$ cat src/rtl/mm_job_dispatcher_if.sv
// Job intake channel between the config side and mm_job_dispatcher.
// The config side (master) offers a job; the dispatcher (slave) accepts it on valid & ready.
interface mm_job_dispatcher_if #(
    parameter int ADDR_WIDTH = 16,
    parameter int DIM_WIDTH  = 16
);
    logic                  job_valid_i;
    logic                  job_ready_o;
    logic [ADDR_WIDTH-1:0] job_a_addr_i;
    logic [ADDR_WIDTH-1:0] job_b_addr_i;
    logic [ADDR_WIDTH-1:0] job_c_addr_i;
    logic [DIM_WIDTH-1:0]  job_m_i;
    logic [DIM_WIDTH-1:0]  job_n_i;
    logic [DIM_WIDTH-1:0]  job_p_i;

    modport master (
        output job_valid_i, job_a_addr_i, job_b_addr_i, job_c_addr_i,
               job_m_i, job_n_i, job_p_i,
        input  job_ready_o
    );

    modport slave (
        input  job_valid_i, job_a_addr_i, job_b_addr_i, job_c_addr_i,
               job_m_i, job_n_i, job_p_i,
        output job_ready_o
    );
endinterface

$ cat src/rtl/mm_job_dispatcher.sv
// Matrix-multiply job dispatcher: queues jobs in a small FIFO, rejects jobs with a zero
// dimension, launches one job at a time on the systolic array, watches for the done edge
// or a watchdog timeout, and counts normal completions.
module mm_job_dispatcher #(
    parameter int ADDR_WIDTH     = 16,
    parameter int DIM_WIDTH      = 16,
    parameter int DEPTH          = 4,
    parameter int TIMEOUT_CYCLES = 0
) (
    input  logic                    clk,
    input  logic                    reset_n,
    mm_job_dispatcher_if.slave      job,
    input  logic                    flush_i,
    output logic                    start_o,
    output logic [ADDR_WIDTH-1:0]   base_addr_a_o,
    output logic [ADDR_WIDTH-1:0]   base_addr_b_o,
    output logic [ADDR_WIDTH-1:0]   base_addr_c_o,
    output logic [DIM_WIDTH-1:0]    m_o,
    output logic [DIM_WIDTH-1:0]    n_o,
    output logic [DIM_WIDTH-1:0]    p_o,
    input  logic                    operation_done_i,
    output logic                    busy_o,
    output logic [$clog2(DEPTH):0]  queue_level_o,
    output logic                    job_done_o,
    output logic                    job_error_o,
    output logic [15:0]             jobs_completed_o
);
    localparam int          PTR_W = $clog2(DEPTH);
    localparam logic [31:0] TMO   = 32'(TIMEOUT_CYCLES);

    typedef struct packed {
        logic [ADDR_WIDTH-1:0] a;
        logic [ADDR_WIDTH-1:0] b;
        logic [ADDR_WIDTH-1:0] c;
        logic [DIM_WIDTH-1:0]  m;
        logic [DIM_WIDTH-1:0]  n;
        logic [DIM_WIDTH-1:0]  p;
    } job_t;

    typedef enum logic [1:0] {S_IDLE, S_LAUNCH, S_RUN} state_t;

    job_t                  r_mem [DEPTH];
    job_t                  r_head;
    logic [PTR_W-1:0]      r_wptr;
    logic [PTR_W-1:0]      r_rptr;
    logic [PTR_W:0]        r_count;
    state_t                r_state;
    logic [31:0]           r_run_cnt;
    logic                  r_done_d;
    logic                  r_start;
    logic                  r_job_done;
    logic                  r_job_error;
    logic [15:0]           r_completed;
    logic [ADDR_WIDTH-1:0] r_base_a;
    logic [ADDR_WIDTH-1:0] r_base_b;
    logic [ADDR_WIDTH-1:0] r_base_c;
    logic [DIM_WIDTH-1:0]  r_m;
    logic [DIM_WIDTH-1:0]  r_n;
    logic [DIM_WIDTH-1:0]  r_p;

    job_t                  w_in;
    logic                  w_full;
    logic                  w_empty;
    logic                  w_ready;
    logic                  w_accept;
    logic                  w_zero_dim;
    logic                  w_push;
    logic                  w_pop;
    logic                  w_done_rise;
    logic                  w_timeout;

    assign w_in        = {job.job_a_addr_i, job.job_b_addr_i, job.job_c_addr_i,
                          job.job_m_i, job.job_n_i, job.job_p_i};
    assign w_full      = (r_count == (PTR_W+1)'(DEPTH));
    assign w_empty     = (r_count == '0);
    // Flush blocks intake so a job offered in the flush cycle cannot survive it.
    assign w_ready     = ~w_full & ~flush_i;
    assign w_accept    = job.job_valid_i & w_ready;
    assign w_zero_dim  = (job.job_m_i == '0) | (job.job_n_i == '0) | (job.job_p_i == '0);
    assign w_push      = w_accept & ~w_zero_dim;
    // No pop during flush: everything still queued at that edge is discarded.
    assign w_pop       = (r_state == S_IDLE) & ~w_empty & ~flush_i;
    assign w_done_rise = operation_done_i & ~r_done_d;
    // r_run_cnt holds completed RUN cycles before this edge; this edge ends cycle r_run_cnt+1.
    assign w_timeout   = (TMO != 32'd0) && ((r_run_cnt + 32'd1) == TMO);

    // FIFO storage: data only, no reset needed.
    always_ff @(posedge clk) begin
        if (w_push) begin
            r_mem[r_wptr] <= w_in;
        end
    end

    // Capture the popped entry; it is driven onto the array outputs in LAUNCH.
    always_ff @(posedge clk) begin
        if (w_pop) begin
            r_head <= r_mem[r_rptr];
        end
    end

    // FIFO pointers and occupancy; flush empties the queue.
    always_ff @(posedge clk or negedge reset_n) begin
        if (!reset_n) begin
            r_wptr  <= '0;
            r_rptr  <= '0;
            r_count <= '0;
        end else if (flush_i) begin
            r_wptr  <= '0;
            r_rptr  <= '0;
            r_count <= '0;
        end else begin
            if (w_push) begin
                r_wptr <= r_wptr + 1'b1;
            end
            if (w_pop) begin
                r_rptr <= r_rptr + 1'b1;
            end
            r_count <= r_count + (PTR_W+1)'(w_push) - (PTR_W+1)'(w_pop);
        end
    end

    // Delayed done for edge detection, sampled in every state.
    always_ff @(posedge clk or negedge reset_n) begin
        if (!reset_n) begin
            r_done_d <= 1'b0;
        end else begin
            r_done_d <= operation_done_i;
        end
    end

    // Launch FSM with registered start, array operands, status pulses and completion count.
    always_ff @(posedge clk or negedge reset_n) begin
        if (!reset_n) begin
            r_state     <= S_IDLE;
            r_run_cnt   <= '0;
            r_start     <= 1'b0;
            r_job_done  <= 1'b0;
            r_job_error <= 1'b0;
            r_completed <= '0;
            r_base_a    <= '0;
            r_base_b    <= '0;
            r_base_c    <= '0;
            r_m         <= '0;
            r_n         <= '0;
            r_p         <= '0;
        end else begin
            r_start     <= 1'b0;
            r_job_done  <= 1'b0;
            r_job_error <= w_accept & w_zero_dim;
            case (r_state)
                S_IDLE: begin
                    if (w_pop) begin
                        r_state <= S_LAUNCH;
                    end
                end
                S_LAUNCH: begin
                    r_base_a  <= r_head.a;
                    r_base_b  <= r_head.b;
                    r_base_c  <= r_head.c;
                    r_m       <= r_head.m;
                    r_n       <= r_head.n;
                    r_p       <= r_head.p;
                    r_start   <= 1'b1;
                    r_run_cnt <= '0;
                    r_state   <= S_RUN;
                end
                S_RUN: begin
                    if (w_done_rise) begin
                        r_state     <= S_IDLE;
                        r_job_done  <= 1'b1;
                        r_completed <= r_completed + 16'd1;
                    end else if (w_timeout) begin
                        r_state     <= S_IDLE;
                        r_job_error <= 1'b1;
                    end else if (r_run_cnt != '1) begin
                        r_run_cnt <= r_run_cnt + 32'd1;
                    end
                end
                default: r_state <= S_IDLE;
            endcase
        end
    end

    assign job.job_ready_o   = w_ready;
    assign start_o           = r_start;
    assign base_addr_a_o     = r_base_a;
    assign base_addr_b_o     = r_base_b;
    assign base_addr_c_o     = r_base_c;
    assign m_o               = r_m;
    assign n_o               = r_n;
    assign p_o               = r_p;
    assign busy_o            = (r_state != S_IDLE);
    assign queue_level_o     = r_count;
    assign job_done_o        = r_job_done;
    assign job_error_o       = r_job_error;
    assign jobs_completed_o  = r_completed;
endmodule
$ cat src/flat_wrapper.sv
// flat-port wrapper written by rule: the top's interface ports become plain ports
module mm_job_dispatcher_flat 
#(
    parameter int ADDR_WIDTH     = 16,
    parameter int DIM_WIDTH      = 16,
    parameter int DEPTH          = 4,
    parameter int TIMEOUT_CYCLES = 0
)
  (clk, reset_n, flush_i, start_o, base_addr_a_o, base_addr_b_o, base_addr_c_o, m_o, n_o, p_o, operation_done_i, busy_o, queue_level_o, job_done_o, job_error_o, jobs_completed_o, job_job_valid_i, job_job_a_addr_i, job_job_b_addr_i, job_job_c_addr_i, job_job_m_i, job_job_n_i, job_job_p_i, job_job_ready_o);
  mm_job_dispatcher_if #(.ADDR_WIDTH(ADDR_WIDTH), .DIM_WIDTH(DIM_WIDTH)) job_i ();
  input  logic clk;
  input  logic reset_n;
  input  logic flush_i;
  output logic start_o;
  output logic [ADDR_WIDTH-1:0] base_addr_a_o;
  output logic [ADDR_WIDTH-1:0] base_addr_b_o;
  output logic [ADDR_WIDTH-1:0] base_addr_c_o;
  output logic [DIM_WIDTH-1:0] m_o;
  output logic [DIM_WIDTH-1:0] n_o;
  output logic [DIM_WIDTH-1:0] p_o;
  input  logic operation_done_i;
  output logic busy_o;
  output logic [$clog2(DEPTH):0] queue_level_o;
  output logic job_done_o;
  output logic job_error_o;
  output logic [15:0] jobs_completed_o;
  input wire logic [$bits(job_i.job_valid_i)-1:0] job_job_valid_i;
  input wire logic [$bits(job_i.job_a_addr_i)-1:0] job_job_a_addr_i;
  input wire logic [$bits(job_i.job_b_addr_i)-1:0] job_job_b_addr_i;
  input wire logic [$bits(job_i.job_c_addr_i)-1:0] job_job_c_addr_i;
  input wire logic [$bits(job_i.job_m_i)-1:0] job_job_m_i;
  input wire logic [$bits(job_i.job_n_i)-1:0] job_job_n_i;
  input wire logic [$bits(job_i.job_p_i)-1:0] job_job_p_i;
  output wire logic [$bits(job_i.job_ready_o)-1:0] job_job_ready_o;
  assign job_i.job_valid_i = job_job_valid_i;
  assign job_i.job_a_addr_i = job_job_a_addr_i;
  assign job_i.job_b_addr_i = job_job_b_addr_i;
  assign job_i.job_c_addr_i = job_job_c_addr_i;
  assign job_i.job_m_i = job_job_m_i;
  assign job_i.job_n_i = job_job_n_i;
  assign job_i.job_p_i = job_job_p_i;
  assign job_job_ready_o = job_i.job_ready_o;
  mm_job_dispatcher #(.ADDR_WIDTH(ADDR_WIDTH), .DIM_WIDTH(DIM_WIDTH), .DEPTH(DEPTH), .TIMEOUT_CYCLES(TIMEOUT_CYCLES)) u_core (.clk(clk), .reset_n(reset_n), .job(job_i), .flush_i(flush_i), .start_o(start_o), .base_addr_a_o(base_addr_a_o), .base_addr_b_o(base_addr_b_o), .base_addr_c_o(base_addr_c_o), .m_o(m_o), .n_o(n_o), .p_o(p_o), .operation_done_i(operation_done_i), .busy_o(busy_o), .queue_level_o(queue_level_o), .job_done_o(job_done_o), .job_error_o(job_error_o), .jobs_completed_o(jobs_completed_o));
endmodule
$ cat config.mk
export PLATFORM = sky130hd
export DESIGN_NAME = mm_job_dispatcher_flat
export DESIGN_NICKNAME = d
export VERILOG_FILES = /design/src/rtl/mm_job_dispatcher_if.sv /design/src/rtl/mm_job_dispatcher.sv /design/src/flat_wrapper.sv
export SDC_FILE = /design/constraint.sdc
export NUM_CORES = 1
export LEC_CHECK = 0
export BUFFER_PORTS_ARGS = -buffer_cell sky130_fd_sc_hd__buf_2
export CAP_MARGIN = 15
export CORE_ASPECT_RATIO = 0.7
export CORE_MARGIN = 2
export CORE_UTILIZATION = 45
export CTS_CLUSTER_SIZE = 25
export DETAILED_ROUTE_END_ITERATION = 16
export GPL_TIMING_DRIVEN = 0
export PLACE_DENSITY = 0.71
export SYNTH_ARGS = -nofsm -noshare
export SYNTH_HDL_FRONTEND = slang
export SYNTH_SLANG_ARGS = --single-unit
$ cat constraint.sdc
create_clock -name clk -period 6.85 [get_ports clk]
set_input_delay 0.3425 -clock clk [delete_from_list [all_inputs] [get_ports clk]]
set_output_delay 0.3425 -clock clk [all_outputs]
set_load 0.005 [all_outputs]
# [Word-level counts from Yosys, hierarchy flattened]
# Memories as Yosys holds them, arrays and structs flattened. A register that Yosys moved wholly into a read port is not among the register bits.
# Cells that the tools add are included.
[totals] n_memories=1 out_inout_bits=120 inputBits=101 latchBits=0 romBits=0 ff_bits=125 ramBits=384 word_cells=63
[mem_list] name="u_core.r_mem" words=4 width=96 read_ports=1 rd_clocked_by_memory_dff=1 write_ports=1 line="mm_job_dispatcher.sv:42" source="job_t r_mem [DEPTH];"
[op_classes] n_lt_le_gt_ge=0 n_eq_ne=5 reduce_logical=10 n_mux=13 bitwise=14 n_addsub=5 shift=0 div=0 mul=0
[op_table] cell="$logic_not 16->1" n=3
[op_table] cell="$add 16x1->16 const B" n=1
[op_table] cell="$mux 2" n=6
[op_table] cell="$and 1x1->1" n=7
[op_table] cell="$pmux 2 s3" n=1
[op_table] cell="$reduce_bool 2->1" n=3
[op_table] cell="$mux 1" n=5
[op_table] cell="$not 1->1" n=5
[op_table] cell="$add 2x1->2 const B" n=2
[op_table] cell="$ne 2x1->1 const B" n=2
[op_table] cell="$reduce_and 2->1" n=2
[op_table] cell="$add 3x1->3" n=1
[op_table] cell="$eq 3x3->1 const B" n=1
[op_table] cell="$logic_not 3->1" n=1
[op_table] cell="$mux 3" n=1
[op_table] cell="$sub 3x1->3" n=1
[op_table] cell="$eq 2x1->1 const B" n=1
[op_table] cell="$eq 2x2->1 const B" n=1
[op_table] cell="$logic_not 2->1" n=1
[op_table] cell="$or 1x1->1" n=2

# [Depth between registers and ports, before layout]
# Gate-level depths: netlist of the first run.
[depth] depth_word=8 mapped_depth=10 depth_no_buf=10

# [Worst setup path before layout of the first run]
# OpenSTA, ideal clock, no wires.
[synth_timing] path_kind="reg2reg" startpoint="reg u_core.r_state[1]" endpoint="reg u_core.r_count[2] (netlist: u_core.queue_level_o[2])" setup_time_ns=0.131 period_less_slack_ns=6.388 setup_slack_ns=0.462 arrival_time_ns=6.257 t_required_ns=6.719 path_stages_with_launch=11 path_buffers=0 cell_sequence="dfrtp_1 nor2_1 o31ai_1 nor2_1 ha_1 inv_1 ha_1 inv_1 fa_1 xnor2_1 nor2_1"
[synth_between] elab_chain_cells=5
[synth_lines] item="start: declaration" line="mm_job_dispatcher.sv:47" source="state_t r_state;"
[synth_lines] item="start signal: assignment" line="mm_job_dispatcher.sv:134" source="r_state <= S_IDLE;"
[synth_lines] item="start signal: assignment" line="mm_job_dispatcher.sv:153" source="r_state <= S_LAUNCH;"
[synth_lines] item="start signal: assignment" line="mm_job_dispatcher.sv:165" source="r_state <= S_RUN;"
[synth_lines] item="$logic_not 2->1" line="mm_job_dispatcher.sv:82" source="assign w_pop = (r_state == S_IDLE) & ~w_empty & ~flush_i;"
[synth_lines] item="$and 1x1->1 (2 in series)" line="mm_job_dispatcher.sv:82"
[synth_lines] item="net u_core.w_pop" line="mm_job_dispatcher.sv:68" source="logic w_pop;"
[synth_lines] item="$sub 3x1->3" line="mm_job_dispatcher.sv:118" source="r_count <= r_count + (PTR_W+1)'(w_push) - (PTR_W+1)'(w_pop);"
[synth_lines] item="$mux 3" line="mm_job_dispatcher.sv:107" source="end else if (flush_i) begin"
[synth_lines] item="end signal: assignment" line="mm_job_dispatcher.sv:118"
[synth_lines] item="end: declaration" line="mm_job_dispatcher.sv:46" source="logic [PTR_W:0] r_count;"
# The timed path passes the listed nets, and every way through them passes these cells.
# A chain may end at the register's enable or synchronous reset.

# [Final worst setup path of the first run]
# Same ends and word-level chain as after synthesis.

==> impl_metrics.ini, run 1 <==
[outcome]
outcome = finished, final reports clean

[floorplanning]
rows = 67
fp.dieW_um = 267
die_y_um = 188
ioPinCount = 221
core_area_mm2 = 0.0479
initial_utilization_pct = 45.5
die-area_mm2 = 0.0502

[critical_path]
worstReg2RegStart = u_core.r_state[1]$_DFFE_PN0P_
r2r_setup_slack_ns = 3.97
cp_data_arrival_time_ns = 3.35
cp.required_ns = 7.32
crit_end = u_core.queue_level_o[2]$_DFF_PN0_
path_max_fanout = 27
end_kind = register
r2r_cells = 10
rr_endpoint = u_core.queue_level_o[2]$_DFF_PN0_
critPathKind = reg -> reg
startpoint = u_core.r_state[1]$_DFFE_PN0P_
startpoint_type = register

[sta]
maxSlewViolCount = 0
hold_viol_final = 0
grt_setup_unrepaired = false
setup-tns-final_ns = 0
min_period_ns = 2.88
max_freq_ghz = 0.347
min_period_over_period_pct = 42.1
setup_viol = 0
finClkSkew_ns = 0.0184
slew_headroom_pct = 40.2
holdWs_ns = 0.315
worst_pin_slew_ns = 0.895
timing.final.ws_setup_ns = 3.97

[cells_and_area]
drive_gt1_share_pct = 39.4
nets = 1435
areaGrowthSynthToFinish_pct = 22.6
num-fill-cells = 3591
multi_input_area_mm2 = 0.00402
final_common_cell = edfxtp_1
regArea_mm2 = 0.0175
final_cell_mix = 480 x edfxtp_1, 239 x buf_2, 125 x dfrtp_1
layout.cells.non_filler = 2031

[synthesis]
syn-instance-count = 940
yosys_warnings = 0
synth_area_mm2 = 0.0218
ys_ff_latch = 605
syn-mean-instance-area_um2 = 23.2
synth_seq_area_share_pct = 80.5
synth_nets = 1049
synthDistinctLibCells = 34

[grt]
grt_max_degree = 65
grt_pass1_wl_mm = 65.8
grt_pass1_vias = 11065
grt_antenna_before_repair = 2
grt_usage_pct = 17.6
grt_overflow = 0

[cts]
cts_tree = yes
cts_buffers = 55
worstSkewPairLatency_ns = 0.60
htreeDepth = 2
cts_root_buf = clkbuf_16
cts.clk_slew.worst_paths_ns = 0.07
clkSinkCount = 605
clock_path_buffers = 3

[power]
total_power_mw = 9.85
leakagePower_nw = 9.56
switching_power_mw = 2.48
internal_power_mw = 7.38
pwr-share-seq_pct = 50.0
ir_drop_v = 0.000223
p_comb_share_pct = 19.9
pwr-share-clk_pct = 30.1
power.density_mw_per_mm2 = 369
swShare_pct = 25.1

[drt]
avgRoutedWirePerCell_um = 21.2
drt_iter0_markers = 851
drc = 0
drt_wl_total_mm = 43.1
dr.pass1.iters = 5
vias = 10304
drtAntennaViolNets = 0
drt-vias-per-instance = 5.07

[placed_design]
gp_congestion = 0.743
place_ws_ns = 3.94
dpl.hpwl_mm = 26.6
port-buffer-count = 220
dp.cells = 1824

[worst_hold_path]
hp-class = in -> async

[job]
max_cap_viol_count = 0
## stage by stage
step / area, um2 / util (%)
global route: 26700 / 55.8
CTS: 26700 / 55.8
detailed placement: 23900 / 50.0
global placement: 23700 / 49.5
finish: 26700 / 55.8
floorplan: 21800 / -
## repair_timing
action,4_1_cts,5_1_grt
endpoints found under the hold margin,449,0
hold buffers,100,0
gates resized for setup,0,0
buffers inserted,0,0
setup endpoints to repair,0,0
## worst min path at each step
| stage | startpoint | endpoint | slack [ns] |
|---|---|---|---|
| CTS | reset_n | u_core.base_addr_c_o[3]$_DFFE_PN0P_ | 0.31 |
| finish | reset_n | u_core.base_addr_c_o[3]$_DFFE_PN0P_ | 0.31 |
| floorplan | reset_n | u_core.base_addr_a_o[0]$_DFFE_PN0P_ | 0.05 |
| global route | reset_n | u_core.base_addr_c_o[3]$_DFFE_PN0P_ | 0.35 |
| detailed placement | reset_n | u_core.base_addr_c_o[3]$_DFFE_PN0P_ | 0.38 |
| global placement | u_core.jobs_completed_o[15]$_DFFE_PN0P_ | u_core.jobs_completed_o[15]$_DFFE_PN0P_ | 0.46 |
## critical path: stages (launching register included)
cell	delay, ns
dfrtp_1	0.40
nor2_1	0.24
o31ai_1	0.21
nor2_4	0.71
ha_1	0.37
inv_1	0.06
ha_1	0.14
inv_1	0.05
fa_1	0.37
xnor2_1	0.16
nor2_1	0.05
## power by group through the flow
stage                     clock network [mW]  registers, mW  logic [mW]
final                                   2.96           4.93        1.96
after global routing                    3.20           5.00        2.14
after CTS                               3.05           4.94        2.02
after detailed placement                   0           5.01        1.97
after global placement                     0           5.06        1.87
after floorplan                            0           5.02        1.11
## cells in the mapped netlist
| master | n | share of area, % |
|---|---|---|
| a211oi_1 | 1 | 0.034 |
| a21o_1 | 1 | 0.034 |
| a21oi_1 | 1 | 0.023 |
| a31oi_1 | 1 | 0.029 |
| and2_1 | 5 | 0.14 |
| and2b_2 | 1 | 0.040 |
| and4_2 | 1 | 0.046 |
| and4bb_1 | 1 | 0.057 |
| buf_2 | 20 | 0.46 |
| buf_4 | 2 | 0.069 |
| buf_6 | 6 | 0.31 |
| clkbuf_1 | 7 | 0.12 |
| dfrtp_1 | 125 | 14 |
| edfxtp_1 | 480 | 66 |
| fa_1 | 1 | 0.092 |
| ha_1 | 7 | 0.40 |
| inv_1 | 9 | 0.16 |
| mux2_2 | 97 | 5.0 |
| mux2i_1 | 2 | 0.092 |
| mux4_2 | 96 | 9.9 |
| nand2_1 | 6 | 0.10 |
| nand2b_1 | 4 | 0.11 |
| nand3_1 | 2 | 0.046 |
| nand3_4 | 1 | 0.080 |
| nand4_1 | 8 | 0.23 |
| nand4_4 | 2 | 0.20 |
| nor2_1 | 14 | 0.24 |
| nor2b_1 | 2 | 0.057 |
| nor3_2 | 4 | 0.18 |
| nor4_1 | 12 | 0.34 |
| o311ai_0 | 1 | 0.040 |
| o31ai_1 | 1 | 0.034 |
| xnor2_1 | 5 | 0.20 |
| xor2_1 | 14 | 0.56 |
## area by class of cell
| type | instances | area share [%] |
|---|---|---|
| Antenna cell | 3 | 0.0281 |
| Buffer | 35 | 0.782 |
| Inverter | 9 | 0.126 |
| Tap cell | 655 | 3.07 |
| Sequential cell | 605 | 65.7 |
| Multi-Input combinational cell | 291 | 15.0 |
| Clock inverter | 17 | 0.473 |
| Clock buffer | 87 | 6.10 |
| Timing Repair Buffer | 329 | 8.71 |
## cells by family after synthesis
group | synth area share (%)
xor gates and xnor gates | 0.764
DFF | 80.5
and+or+nand+nor | 1.88
buffers and inverters | 1.11
adders and majority gates | 0.494
AOI/OAI and AO/OA | 0.195
muxes | 15.0
## routing by layer
layer | up-vias | routed length, um | global-route usage (%)
li1 | 4592 | - | -
met1 | 5417 | 18800 | 24.5
met2 | 237 | 21200 | 28.5
met3 | 58 | 2340 | 3.80
met4 | 0 | 825 | 4.78
met5 | - | 0 | 0
## registers in the layout, indices dropped and copies added, names as in the netlist, 3 cells and up
| register | count |
|---|---|
| u_core.r_mem | 384 |
| u_core.r_head | 96 |
| u_core.base_addr_a_o | 16 |
| u_core.base_addr_b_o | 16 |
| u_core.base_addr_c_o | 16 |
| u_core.jobs_completed_o | 16 |
| u_core.m_o | 16 |
| u_core.n_o | 16 |
| u_core.p_o | 16 |
| u_core.queue_level_o | 3 |
Note: power is estimated with default switching activity, not from simulation.
==> run 2: changes to the inputs <==
- clock period: 6.85 -> 2.4 ns (I/O delays scaled with it)
==> run 2 against run 1 <==
Total power grew to 2.9 times the previous value. Die area did not move. Utilization up 0.68 points. Clock-buffer cell count grew 3. Non-clock buffer count rose by 8. First-iteration DRC count fell by 19%. Via count grew 1.5%. Final area grew 1.2%. Clock power increased to 3.0 times the previous value. Critical endpoint is now u_core.r_mem[3][35]$_DFFE_PP_. Highest routed layer unchanged.
==> impl_metrics.ini, run 2 (same netlist as run 1, synthesis figures left out) <==
[outcome]
outcome = finished, final reports clean

[sta]
worst_pin_slew_ns = 0.796
timing.final.ws_setup_ns = 0.0312
hold_viol_final = 0
maxSlewViolCount = 0
min_period_ns = 2.37
min_period_over_period_pct = 98.7
setup_viol = 0
max_freq_ghz = 0.422
finClkSkew_ns = 0.0169
grt_setup_unrepaired = true
setup-tns-final_ns = 0
slew_headroom_pct = 46.9

[cells_and_area]
regMostFlops = u_core.r_mem
final_core_util_pct = 56.5
final_common_cell = edfxtp_1
drive_gt1_share_pct = 41.4
layout.cells.non_filler = 2045
largest_reg_flops = 384
final_cell_mix = 480 x edfxtp_1, 239 x buf_2, 122 x dfrtp_1
nets = 1449
fin_area_mm2 = 0.0270
areaGrowthSynthToFinish_pct = 24.1
reg_top3 = u_core.r_mem: 384 flops, u_core.r_head: 96 flops
num-fill-cells = 3517

[critical_path]
end_kind = register
cp_data_arrival_time_ns = 2.68
r2r_setup_slack_ns = 0.13
cp.required_ns = 2.71
startpoint_type = input pin
critPathKind = in -> reg
path_max_fanout = 37

[drt]
vias = 10460
avgRoutedWirePerCell_um = 22.1
dr.pass1.iters = 5
drt-vias-per-instance = 5.11
drt_wl_total_mm = 45.1
drtAntennaViolNets = 0
drc = 0
drt_iter0_markers = 693

[floorplanning]
core_area_mm2 = 0.0479
die_y_um = 188
ioPinCount = 221
rows = 67
fp.dieW_um = 267
die-area_mm2 = 0.0502
initial_utilization_pct = 45.5

[placed_design]
place_ws_ns = -0.426
gp_congestion = 0.728
dp.cells = 1826
dpl.hpwl_mm = 26.9
port-buffer-count = 220
dpl-instance-area_mm2 = 0.0240

[cts]
htreeDepth = 2
cts_buffers = 56
clock_path_buffers = 3
cts_root_buf = clkbuf_16
cts.clk_slew.worst_paths_ns = 0.06
worstSkewPairLatency_ns = 0.59
cts_tree = yes
clkSinkCount = 605

[grt]
grt_max_degree = 82
grt_usage_pct = 17.9
grt_antenna_before_repair = 3
grt_pass1_wl_mm = 66.8
grt_pass1_vias = 11303
grt_overflow = 0

[worst_hold_path]
hp-class = in -> async

[power]
ir_drop_v = 0.000642
leakagePower_nw = 9.71
power.density_mw_per_mm2 = 1070

[job]
max_cap_viol_count = 0
==> run 2: cell types whose count changed in the layout (fill, tap and decap cells not counted), moves of 3 or more <==
cell / previous run / this run
dfrtp_1: 125 / 122
buf_4: 2 / 6
and2_2: 0 / 4
dfrtp_2: 0 / 3
clkbuf_8: 9 / 16
clkinv_1: 6 / 1
clkbuf_1: 28 / 23
==> run 2: through the flow <==
step | hold WS [ns] | total power, mW
2_1_floorplan | -0.176 | 17.5
4_1_cts | 0.0368 | 29.2
3_3_place_gp | 0.262 | 19.6
6_report | 0.0428 | 28.8
3_5_place_dp | 0.106 | 20.0
5_1_grt | 0.0613 | 30.2
==> run 2: cell type report <==
| class | instances | area (um2) | share of cell area (%) |
|---|---|---|---|
| Sequential cell | 605 | 17500 | 64.9 |
| Multi-Input combinational cell | 296 | 4090 | 15.1 |
| Timing Repair Buffer | 337 | 2430 | 8.99 |
| Clock buffer | 90 | 1730 | 6.40 |
| Tap cell | 655 | 820 | 3.03 |
| Buffer | 35 | 209 | 0.773 |
| Clock inverter | 16 | 173 | 0.639 |
| Inverter | 9 | 36.3 | 0.134 |
| Antenna cell | 2 | 5.00 | 0.0185 |
==> run 2: worst paths after layout <==
path,from,endpoint,cells past startpoint
max in group asynchronous,reset_n,u_core.queue_level_o[2]$_DFF_PN0_,3
min in group clk,operation_done_i,u_core.r_done_d$_DFF_PN0_,2
setup reg to reg,u_core.queue_level_o[1]$_DFF_PN0_,u_core.r_mem[3][84]$_DFFE_PP_,6
setup / recovery,job_job_p_i[1],u_core.r_mem[3][35]$_DFFE_PP_,8
hold / removal,reset_n,u_core.base_addr_c_o[3]$_DFFE_PN0P_,2
hold reg to reg,u_core.r_head[31]$_DFFE_PP_,u_core.n_o[15]$_DFFE_PN0P_,1
==> run 2: metal layers <==
metal  global-route usage [%]  part of all wire (%)  vias to the layer above
met5                        0                     0                        -
met4                     4.82                   1.7                        0
met1                     24.8                    45                     5502
met3                     3.86                   5.3                       58
met2                     28.8                    48                      274
li1                         -                     -                     4626
==> run 2: where the power goes <==
| part | total (mW) | switching [mW] | internal (mW) |
|---|---|---|---|
| sequential | 14.1 | 0.727 | 13.4 |
| combinational | 5.73 | 2.76 | 2.97 |
| clock | 9.01 | 3.74 | 5.26 |
| total | 28.8 | 7.24 | 21.6 |
==> run 2: timing repair <==
action / CTS / global route
setup endpoints to repair: 304 / 261
gates cloned: 1 / 5
pin swaps: 6 / 5
buffers inserted: 1 / 3
hold buffers: 101 / 0
gates resized for setup: 6 / 4
hold endpoints to repair: 511 / 0
==> run 2: worst max-delay path, stage by stage <==
cell and delay (ns):
dlygate4sd3_1 0.53, buf_2 0.16, nor4_1 0.53, nand4_1 0.32, nand4_1 0.32, inv_4 0.15, and2_4 0.28, buf_16 0.23
